--- config.mk ---
export PLATFORM = sky130hd
export DESIGN_NAME = frame_payload_ctrl
export DESIGN_NICKNAME = d
export VERILOG_FILES = /design/src/rtl/frame_payload_ctrl_pkg.sv /design/src/rtl/frame_commit_fifo.sv /design/src/rtl/frame_payload_ctrl.sv
export SDC_FILE = /design/constraint.sdc
export NUM_CORES = 1
export LEC_CHECK = 0
export CAP_MARGIN = 20
export CELL_PAD_IN_SITES_DETAIL_PLACEMENT = 1
export CELL_PAD_IN_SITES_GLOBAL_PLACEMENT = 1
export CORE_UTILIZATION = 57
export CTS_CLUSTER_DIAMETER = 50
export DETAILED_ROUTE_END_ITERATION = 10
export GPL_TIMING_DRIVEN = 1
export PLACE_DENSITY_LB_ADDON = 0.3
export SYNTH_ARGS = -nofsm -noshare
export SYNTH_HDL_FRONTEND = slang
export SYNTH_SLANG_ARGS = --single-unit
--- constraint.sdc ---
create_clock -name clk -period 6.8 [get_ports clk]
set_input_delay 0.68 -clock clk [delete_from_list [all_inputs] [get_ports clk]]
set_output_delay 0.68 -clock clk [all_outputs]
set_load 0.02 [all_outputs]
--- src/rtl/frame_payload_ctrl_pkg.sv ---
// rtl/frame_payload_ctrl_pkg.sv - shared types and defaults for the frame payload controller
// Purpose: capture FSM state encoding, payload FIFO entry layout, default
//          frame header byte and frame length.
// Ports:   none (package).
package frame_payload_ctrl_pkg;

  localparam logic [7:0] FRAMEHEAD_DEF  = 8'h47;
  localparam int         FRAMECOUNT_DEF = 10;

  typedef enum logic [1:0] {
    ST_IDLE    = 2'd0,
    ST_PAYLOAD = 2'd1,
    ST_DROP    = 2'd2,
    ST_WAIT    = 2'd3
  } fpc_state_e;

  typedef struct packed {
    logic [7:0] data;
    logic       sof;
    logic       eof;
  } fifo_entry_t;

endpackage

--- src/rtl/frame_commit_fifo.sv ---
// rtl/frame_commit_fifo.sv - payload FIFO with commit/rewind write side and FWFT read side
// Purpose: stores payload entries; only entries below commit_ptr are readable,
//          so a partially written frame can be discarded by rewinding.
// Ports:   clk, rst        - clock, synchronous active-high reset
//          wr_en, wr_entry - write one entry at wr_ptr
//          commit          - publish everything up to and including this cycle's write
//          rewind          - discard uncommitted entries (wr_ptr <= commit_ptr)
//          rd_ready        - consumer pops the head entry when rd_valid
//          rd_entry        - head entry (first-word fall-through)
//          rd_valid        - at least one committed entry is pending
//          free_space      - free entries, already accounting for a same-cycle rewind
module frame_commit_fifo
  import frame_payload_ctrl_pkg::*;
#(
  parameter  int DEPTH = 32,
  localparam int AW    = $clog2(DEPTH)
) (
  input  logic        clk,
  input  logic        rst,
  input  logic        wr_en,
  input  fifo_entry_t wr_entry,
  input  logic        commit,
  input  logic        rewind,
  input  logic        rd_ready,
  output fifo_entry_t rd_entry,
  output logic        rd_valid,
  output logic [AW:0] free_space
);

  localparam logic [AW:0] DEPTH_W = (AW+1)'(DEPTH);

  fifo_entry_t mem [DEPTH];
  logic [AW:0] wr_ptr;
  logic [AW:0] commit_ptr;
  logic [AW:0] rd_ptr;
  logic [AW:0] wr_base;

  // A premature header rewinds and re-evaluates space in the same cycle,
  // so the space check must already see the rewound pointer.
  assign wr_base    = rewind ? commit_ptr : wr_ptr;
  assign free_space = DEPTH_W - (wr_base - rd_ptr);

  assign rd_valid = (commit_ptr != rd_ptr);
  assign rd_entry = mem[rd_ptr[AW-1:0]];

  always_ff @(posedge clk) begin
    if (wr_en) begin
      mem[wr_ptr[AW-1:0]] <= wr_entry;
    end
  end

  always_ff @(posedge clk) begin
    if (rst) begin
      wr_ptr     <= '0;
      commit_ptr <= '0;
      rd_ptr     <= '0;
    end else begin
      if (rewind) begin
        wr_ptr <= commit_ptr;
      end else if (wr_en) begin
        wr_ptr <= wr_ptr + 1'b1;
      end
      // commit is only raised together with the frame's last write
      if (commit) begin
        commit_ptr <= wr_ptr + 1'b1;
      end
      if (rd_valid && rd_ready) begin
        rd_ptr <= rd_ptr + 1'b1;
      end
    end
  end

endmodule

--- src/rtl/frame_payload_ctrl.sv ---
// rtl/frame_payload_ctrl.sv - strips frame headers and queues whole payloads for a consumer
// Purpose: after a synchronizer-flagged header, capture PLEN payload bytes into
//          a commit FIFO; frames that do not fit or are cut short are dropped.
// Ports:   clk, rst             - clock, synchronous active-high reset
//          en                   - capture enable (low forces IDLE)
//          data, syn_flag       - byte stream and header marker
//          out_data/sof/eof     - head payload byte and frame boundary flags
//          out_valid, out_ready - FWFT handshake
//          locked               - headers arriving within LOSS_LIMIT cycles
//          frame_cnt, drop_cnt  - committed (wrapping) / dropped (saturating) frames
module frame_payload_ctrl
  import frame_payload_ctrl_pkg::*;
#(
  parameter int FRAMECOUNT = FRAMECOUNT_DEF,
  parameter int DEPTH      = 32,
  parameter int LOSS_LIMIT = 20
) (
  input  logic        clk,
  input  logic        rst,
  input  logic        en,
  input  logic [7:0]  data,
  input  logic        syn_flag,
  output logic [7:0]  out_data,
  output logic        out_sof,
  output logic        out_eof,
  output logic        out_valid,
  input  logic        out_ready,
  output logic        locked,
  output logic [15:0] frame_cnt,
  output logic [7:0]  drop_cnt
);

  localparam int PLEN = FRAMECOUNT - 1;
  localparam int AW   = $clog2(DEPTH);
  localparam int CW   = $clog2(PLEN + 1);
  localparam int WW   = $clog2(LOSS_LIMIT + 1);

  localparam logic [CW-1:0] LAST_IDX = CW'(PLEN - 1);
  localparam logic [WW-1:0] WD_LIMIT = WW'(LOSS_LIMIT);
  localparam logic [AW:0]   PLEN_W   = (AW+1)'(PLEN);

  fpc_state_e    state;
  logic [CW-1:0] byte_cnt;   // payload bytes already handled in this frame
  logic [WW-1:0] wd_cnt;     // cycles since the last syn_flag, stops at the limit

  logic          lock_lost;
  logic          last_byte;
  logic          room_ok;
  logic          wr_en;
  logic          commit;
  logic          rewind;
  logic [7:0]    drop_next;
  logic [AW:0]   free_space;
  fifo_entry_t   wr_entry;
  fifo_entry_t   rd_entry;

  // lock falls on the edge where the watchdog reaches LOSS_LIMIT
  assign lock_lost = !syn_flag && (wd_cnt == WD_LIMIT - 1'b1);
  assign last_byte = (byte_cnt == LAST_IDX);
  assign room_ok   = (free_space >= PLEN_W);
  assign drop_next = (drop_cnt == 8'hFF) ? drop_cnt : drop_cnt + 1'b1;

  assign wr_en    = (state == ST_PAYLOAD) && en && !syn_flag && !lock_lost;
  assign commit   = wr_en && last_byte;
  assign rewind   = (state == ST_PAYLOAD) && (!en || syn_flag || lock_lost);
  assign wr_entry = '{data: data, sof: (byte_cnt == '0), eof: last_byte};

  always_ff @(posedge clk) begin
    if (rst) begin
      wd_cnt <= '0;
      locked <= 1'b0;
    end else if (syn_flag) begin
      wd_cnt <= '0;
      locked <= 1'b1;
    end else begin
      if (wd_cnt != WD_LIMIT) begin
        wd_cnt <= wd_cnt + 1'b1;
      end
      if (lock_lost) begin
        locked <= 1'b0;
      end
    end
  end

  always_ff @(posedge clk) begin
    if (rst) begin
      state     <= ST_IDLE;
      byte_cnt  <= '0;
      frame_cnt <= '0;
      drop_cnt  <= '0;
    end else begin
      case (state)
        ST_IDLE, ST_WAIT: begin
          if (!en) begin
            state <= ST_IDLE;
          end else if (syn_flag) begin
            state    <= room_ok ? ST_PAYLOAD : ST_DROP;
            byte_cnt <= '0;
          end else if (lock_lost) begin
            state <= ST_IDLE;
          end
        end
        ST_PAYLOAD: begin
          if (!en || lock_lost) begin
            state    <= ST_IDLE;
            byte_cnt <= '0;
            drop_cnt <= drop_next;
          end else if (syn_flag) begin
            // aborted frame is counted, flagged byte starts the next one
            state    <= room_ok ? ST_PAYLOAD : ST_DROP;
            byte_cnt <= '0;
            drop_cnt <= drop_next;
          end else if (last_byte) begin
            state     <= ST_WAIT;
            byte_cnt  <= '0;
            frame_cnt <= frame_cnt + 1'b1;
          end else begin
            byte_cnt <= byte_cnt + 1'b1;
          end
        end
        ST_DROP: begin
          if (!en) begin
            state    <= ST_IDLE;
            byte_cnt <= '0;
            drop_cnt <= drop_next;
          end else if (syn_flag) begin
            state    <= room_ok ? ST_PAYLOAD : ST_DROP;
            byte_cnt <= '0;
            drop_cnt <= drop_next;
          end else if (last_byte) begin
            state    <= ST_WAIT;
            byte_cnt <= '0;
            drop_cnt <= drop_next;
          end else begin
            byte_cnt <= byte_cnt + 1'b1;
          end
        end
        default: begin
          state    <= ST_IDLE;
          byte_cnt <= '0;
        end
      endcase
    end
  end

  frame_commit_fifo #(
    .DEPTH (DEPTH)
  ) u_fifo (
    .clk        (clk),
    .rst        (rst),
    .wr_en      (wr_en),
    .wr_entry   (wr_entry),
    .commit     (commit),
    .rewind     (rewind),
    .rd_ready   (out_ready),
    .rd_entry   (rd_entry),
    .rd_valid   (out_valid),
    .free_space (free_space)
  );

  assign out_data = rd_entry.data;
  assign out_sof  = rd_entry.sof;
  assign out_eof  = rd_entry.eof;

endmodule
==> impl_metrics.yaml, run 1 <==
status:
  status: "finished clean"
yosys:
  netlist_top_cells_area: "edfxtp_1, mux4_2, dfxtp_1"
  synth_edf_count: 320
  synth_seq_area_share_pct: 69.8
  synth-main-ff-cell: "edfxtp_1"
  netlist_area_sq_um: 15500
  synth_seq_cells: 379
  synth_top_area_share_pct: 62.2
  synthArstFlopShare_pct: 0
  synth_top_cell_by_area: "edfxtp_1"
  syn_nets: 902
  synth_area_per_cell_sq_um: 17.8
  ys_types: 53
  postSynthCellCount: 866
  synth_warnings: 0
pwr:
  power_frac_comb_pct: 1.9
  netSwitchingPower_mw: 0.984
  fin_total_pwr_mw: 4.84
  ir_drop_v: 0.000167
  seqPwrFrac_pct: 52.0
  clkPwrFrac_pct: 46.1
  intPower_mw: 3.85
  p_sw_share_pct: 20.3
  power_density_nw_per_um2: 271
  p_leak_nw: 5.47
sta:
  hold_violations: 0
  rsz0062_at_grt: "no"
  drv_slew: 0
  clock_skew_ps: 37.0
  max_slew.worst_pin.slew_ps: 1200
  min_period_over_period_pct: 67.8
  finalCriticalPeriod_ps: 4610
  slew_headroom_pct: 19.7
  setup_tns_ps: 0
  setup_viol: 0
  max_freq_ghz: 0.217
  fin_hold_ws_ps: 504
worst_setup_path:
  cp_num_buf_inv: 2
  required_ps: 6120
  cp_top_family: "multiplexers"
  cpMaxStageDelayCell: "dfxtp_4"
  cp_cell_sequence: "buf_4, mux4_2, mux4_2, mux2_2, clkdlybuf4s50_1"
  critPathLaunchType: "register"
  cp_slowest_stage_delay_ps: 740
  arrival_ps: 3930
  path_max_fanout: 30
  critical_path_class: "register to primary output"
  cpMostUsedCell: "mux4_2"
  end_kind: "primary output"
route:
  routed.top_layer: "met4"
  drtIter0Drc: 936
  wl_met3_mm: 2.83
  dr.pass1.iters: 5
  drc: 0
  routedWlPerCell_um: 30.9
  viasPerCell: 6.56
  met1Wirelength_mm: 15.4
  via_count: 8545
  finalWirelength_mm: 40.2
  dr_wl_met2_mm: 21.1
  ant_nets: 0
final_layout:
  design_area_sq_um: 17800
  syn_to_final_growth_pct: 15.4
  final_util_pct: 67.7
  final_nets: 972
  n_fill_cell: 2153
  drive_above_1_share_pct: 20.8
  num_antenna_cells: 0
die:
  die_h_um: 167
  coreArea_sq_um: 26400
  row_count: 59
  die_x_um: 167
  floorplan.initialDensity_pct: 58.6
  io_pins: 49
  die-area_sq_um: 27800
clock_tree:
  cts_tree: "yes"
  cts.path.max_buffers: 3
  clkLatencyLatePin_ps: 550
  ctsHoldBuffers: 0
  cts.clk_slew.worst_paths_ps: 60
  ctsHtreeMaxLevel: 2
  cts_resized: 0
  cts-root-buf: "clkbuf_16"
  numCtsBuffers: 40
  numClockSinks: 379
  cts_setup_buffers: 0
global_route:
  grt_pass1_vias: 8889
  grtUsageTotal_pct: 27.3
  antenna_found_initial: 0
  grt_max_degree: 81
  grt_pass1_wl_mm: 55.4
  grt.overflow.total: 0
min_path:
  hold_class: "register to register"
place:
  io_buffers: 48
  place.gp.congestion: 0.802
  place_area_sq_um: 16300
  hpwl_mm: 22.5
flow_run:
  maxCapViolCount: 0
[cell usage after synthesis (4+ instances only)]
library cell	count
mux4_2	100
nand2b_1	5
edfxtp_1	320
nor2b_1	4
or3_1	4
nor2_1	81
dfxtp_1	59
nand4_1	8
nor3b_1	4
o211ai_1	4
nand3b_1	7
inv_1	16
nand2_1	29
ha_1	22
nand3_1	17
a211oi_1	5
a21oi_1	17
o21ai_0	12
xor2_1	15
xnor2_1	24
mux2_2	12
buf_2	9
mux2i_1	11
nor3_1	10
clkbuf_1	27
or4_1	4
[sequential cells by signal (all words and copies together) (netlist names), 2 cells and up, named ones only]
signal and flops:
u_fifo.commit_ptr 6, frame_cnt 16, byte_cnt 4, u_fifo.rd_ptr 6
wd_cnt 5, drop_cnt 8, u_fifo.mem 320, state 2
u_fifo.wr_ptr 6
[worst min-delay path, cell delays in order, from the launching register on]
cell and delay [ps]:
dfxtp_1 330, a21oi_1 60, nor2_1 80
[layout by cell type, fill, tap and decap left out, types with 6 or more instances in the layout]
cell             instances
edfxtp_1               320
mux4_2                 100
nor2_1                  81
dfxtp_1                 57
clkdlybuf4s50_1         47
clkbuf_16               41
nand2_1                 29
xnor2_1                 24
ha_1                    22
nand3_1                 17
a21oi_1                 17
inv_1                   16
xor2_1                  15
mux2_2                  12
o21ai_0                 12
mux2i_1                 11
nor3_1                  10
clkinv_1                 9
nand4_1                  8
nand3b_1                 7
clkbuf_1                 7
clkinv_2                 6
buf_16                   6
[routing by layer]
metal  vias up  track usage (%)
met3        59             5.30
met2       440             47.3
li1       3576                -
met1      4470             35.7
met4         0             6.96
met5         -                0
[power groups by stage]
stage | combinational [mW] | sequential [mW] | clock (mW)
6_report | 0.0935 | 2.51 | 2.23
5_1_grt | 0.100 | 2.51 | 2.30
4_1_cts | 0.0821 | 2.52 | 2.22
3_5_place_dp | 0.0807 | 2.57 | 0
3_3_place_gp | 0.0706 | 2.57 | 0
2_1_floorplan | 0.0317 | 2.57 | 0
[logic make-up (layout without fill, tap and decap cells)]
logic type	after synthesis	after routing	synth area share, %
DFF	379	379	69.8
and+or+nand+nor	187	187	5.89
muxes	123	123	16.2
AOI/OAI and AO/OA	59	59	2.54
buffers and inverters	56	157	1.46
xor gates and xnor gates	39	39	2.21
adders and majority gates	23	23	1.91
[cell type report]
| type | instances | area [sq um] | area share (%) |
|---|---|---|---|
| clock inverter | 24 | 250 | 1.40 |
| tap | 335 | 419 | 2.35 |
| sequential | 379 | 10800 | 60.5 |
| inverter | 16 | 60.1 | 0.337 |
| timing repair buffer | 68 | 803 | 4.50 |
| multi-input combinational | 431 | 4440 | 24.9 |
| clock buffer | 49 | 1070 | 5.98 |
[stage by stage]
| step | worst slack, ps | std cells |
|---|---|---|
| floorplan | 3590 | 866 |
| global placement | 2640 | 1214 |
| detailed placement | 2360 | 1217 |
| CTS | 2120 | 1290 |
| global route | 1980 | 1302 |
| finish | 2190 | 1302 |
[worst paths after layout]
path	start	to	slack (ps)	cells after the start
worst max register to register	state[1]	u_fifo.mem[20][6]	2730	6
worst max-delay path	register	out_data[2]	2190	5
worst min register to register	locked	locked	500	2
worst min-delay path	locked	locked	500	2
(Power assumes the default switching activity.)
==> run 2, diff against run 1 <==
--- a/config.mk
+++ b/config.mk
@@ -8,7 +8,7 @@
 export CAP_MARGIN = 20
 export CELL_PAD_IN_SITES_DETAIL_PLACEMENT = 1
 export CELL_PAD_IN_SITES_GLOBAL_PLACEMENT = 1
-export CORE_UTILIZATION = 57
+export CORE_UTILIZATION = 48
 export CTS_CLUSTER_DIAMETER = 50
 export DETAILED_ROUTE_END_ITERATION = 10
 export GPL_TIMING_DRIVEN = 1
==> constraint.sdc (replaced) <==
create_clock -name clk -period 4 [get_ports clk]
set_input_delay 0.4 -clock clk [delete_from_list [all_inputs] [get_ports clk]]
set_output_delay 0.4 -clock clk [all_outputs]
set_load 0.02 [all_outputs]
==> run 2 against run 1 <==
Compared with the run above: sequential share of layout area decreased by 1.4 points; sequential power up 71%; count of clock-buffer cells in the layout rose by 3; worst hold slack got worse by 190 ps; setup slack got worse by 2000 ps; die area grew 19%; clock skew shrank 23 ps; sequential cell count stayed put; register-to-register slack worse by 2100 ps; combinational power is 59% higher; critical path depth unchanged; largest cell class unchanged; highest routed layer unchanged.
==> impl_metrics.yaml, run 2 (synthesized netlist as in run 1, its figures left out) <==
global_route:
  grt_pass1_wl_mm: 52.5
  grt_pass1_vias: 8588
  grt_max_degree: 36
  grt.overflow.total: 0
  grtUsageTotal_pct: 21.4
  antenna_found_initial: 0
final_layout:
  regArea_sq_um: 10800
  fin_cells: 1408
  drive_above_1_share_pct: 24.2
  multi_input_area_sq_um: 4440
  final_nets: 1011
  num_antenna_cells: 0
  n_fill_cell: 2821
  largest_reg_flops: 320
  layout_common_cells: "edfxtp_1, mux4_2, nor2_1"
  syn_to_final_growth_pct: 18.2
  final_common_cell: "edfxtp_1"
status:
  status: "finished clean"
worst_setup_path:
  cp-endpoint: "out_sof"
  rr_endpoint: "state[0]"
  critPathLaunchType: "register"
  end_kind: "primary output"
  path_max_fanout: 14
  rrSetupSlack_ps: 640
  required_ps: 3600
  r2r-start: "wd_cnt[0]"
  critical_path_class: "register to primary output"
  arrival_ps: 3370
  worstRegToRegCells: 12
clock_tree:
  cts_resized: 0
  cts_tree: "yes"
  cts-root-buf: "clkbuf_16"
  numClockSinks: 379
  clkLatencyLatePin_ps: 530
  ctsHtreeMaxLevel: 2
  ctsHoldBuffers: 0
  numCtsBuffers: 43
  cts_setup_buffers: 0
  cts.clk_slew.worst_paths_ps: 60
  cts.path.max_buffers: 3
route:
  via_count: 8132
  drc: 0
  met1Wirelength_mm: 15.1
  routedWlPerCell_um: 24.3
  drtIter0Drc: 619
  routed.top_layer: "met4"
  viasPerCell: 5.78
  dr_wl_met2_mm: 16.7
  ant_nets: 0
  dr.pass1.iters: 4
  wl_met3_mm: 1.84
  finalWirelength_mm: 34.2
pwr:
  netSwitchingPower_mw: 1.63
  power_frac_comb_pct: 1.8
  p_leak_nw: 5.59
  power_density_nw_per_um2: 454
  p_sw_share_pct: 19.7
  intPower_mw: 6.65
  seqPwrFrac_pct: 51.6
  clkPwrFrac_pct: 46.6
  ir_drop_v: 0.000292
die:
  die_h_um: 181
  die-area_sq_um: 32900
  coreArea_sq_um: 31600
  row_count: 65
  floorplan.initialDensity_pct: 48.8
  die_x_um: 181
  io_pins: 49
place:
  place_inst: 1327
  io_buffers: 48
  place.gp.congestion: 0.744
  hpwl_mm: 22.0
sta:
  max_slew.worst_pin.slew_ps: 692
  max_freq_ghz: 0.265
  rsz0062_at_grt: "no"
  setup_tns_ps: 0
  slew_headroom_pct: 53.5
  clock_skew_ps: 14.1
  hold_violations: 0
  min_period_over_period_pct: 94.3
  setup_viol: 0
  drv_slew: 0
  finalCriticalPeriod_ps: 3770
flow_run:
  maxCapViolCount: 0
min_path:
  hold_class: "primary input to register"
## run 2: cell count changes in the layout (fill, tap and decap cells not counted), sizes merged
cell and change:
buf +34, clkbuf +5, clkinv -1, clkinvlp +1
## run 2: critical path, stage by stage, from the launching register on
cell,delay (ps)
dfxtp_4,530
buf_4,330
mux4_2,580
mux4_2,530
mux2_2,320
clkdlybuf4s50_1,540
## run 2: cell type report
class,instances,area share (%)
Inverter,16,0.329
Tap cell,402,2.75
Clock inverter,24,1.54
Multi-Input combinational cell,431,24.3
Timing Repair Buffer,104,5.78
Clock buffer,52,6.13
Sequential cell,379,59.1
## run 2: power groups by stage
stage	combinational (mW)	clock, mW	sequential [mW]
floorplan	0.0542	0	4.36
global placement	0.128	0	4.36
detailed placement	0.138	0	4.36
CTS	0.139	3.94	4.28
global route	0.163	4.08	4.27
finish	0.149	3.86	4.28
## run 2: routing by layer
metal,vias to the layer above,GRT usage (%)
met3,42,3.57
met1,4224,30.0
li1,3658,-
met2,208,35.3
met4,0,5.15
met5,-,0
## run 2: how the worst min path moves through the flow
stage,from,endpoint,cells after the start
after detailed placement,locked,locked,2
after CTS,rst,u_fifo.rd_ptr[0],2
final,rst,u_fifo.rd_ptr[0],2
after global placement,locked,locked,2
after global routing,rst,u_fifo.rd_ptr[0],2
after floorplan,byte_cnt[0],byte_cnt[0],2
## run 2: through the flow
step           instance area (sq um)  utilization, %  total power, mW  setup slack, ps  hold slack (ps)
3_3_place_gp                   16700            52.8             4.49              616              470
2_1_floorplan                  15500               -             4.42              828              462
5_1_grt                        18300            57.7             8.51              121              340
3_5_place_dp                   16800            52.9             4.50              508              484
6_report                       18300            57.7             8.28              229              315
4_1_cts                        18200            57.4             8.36              167              309
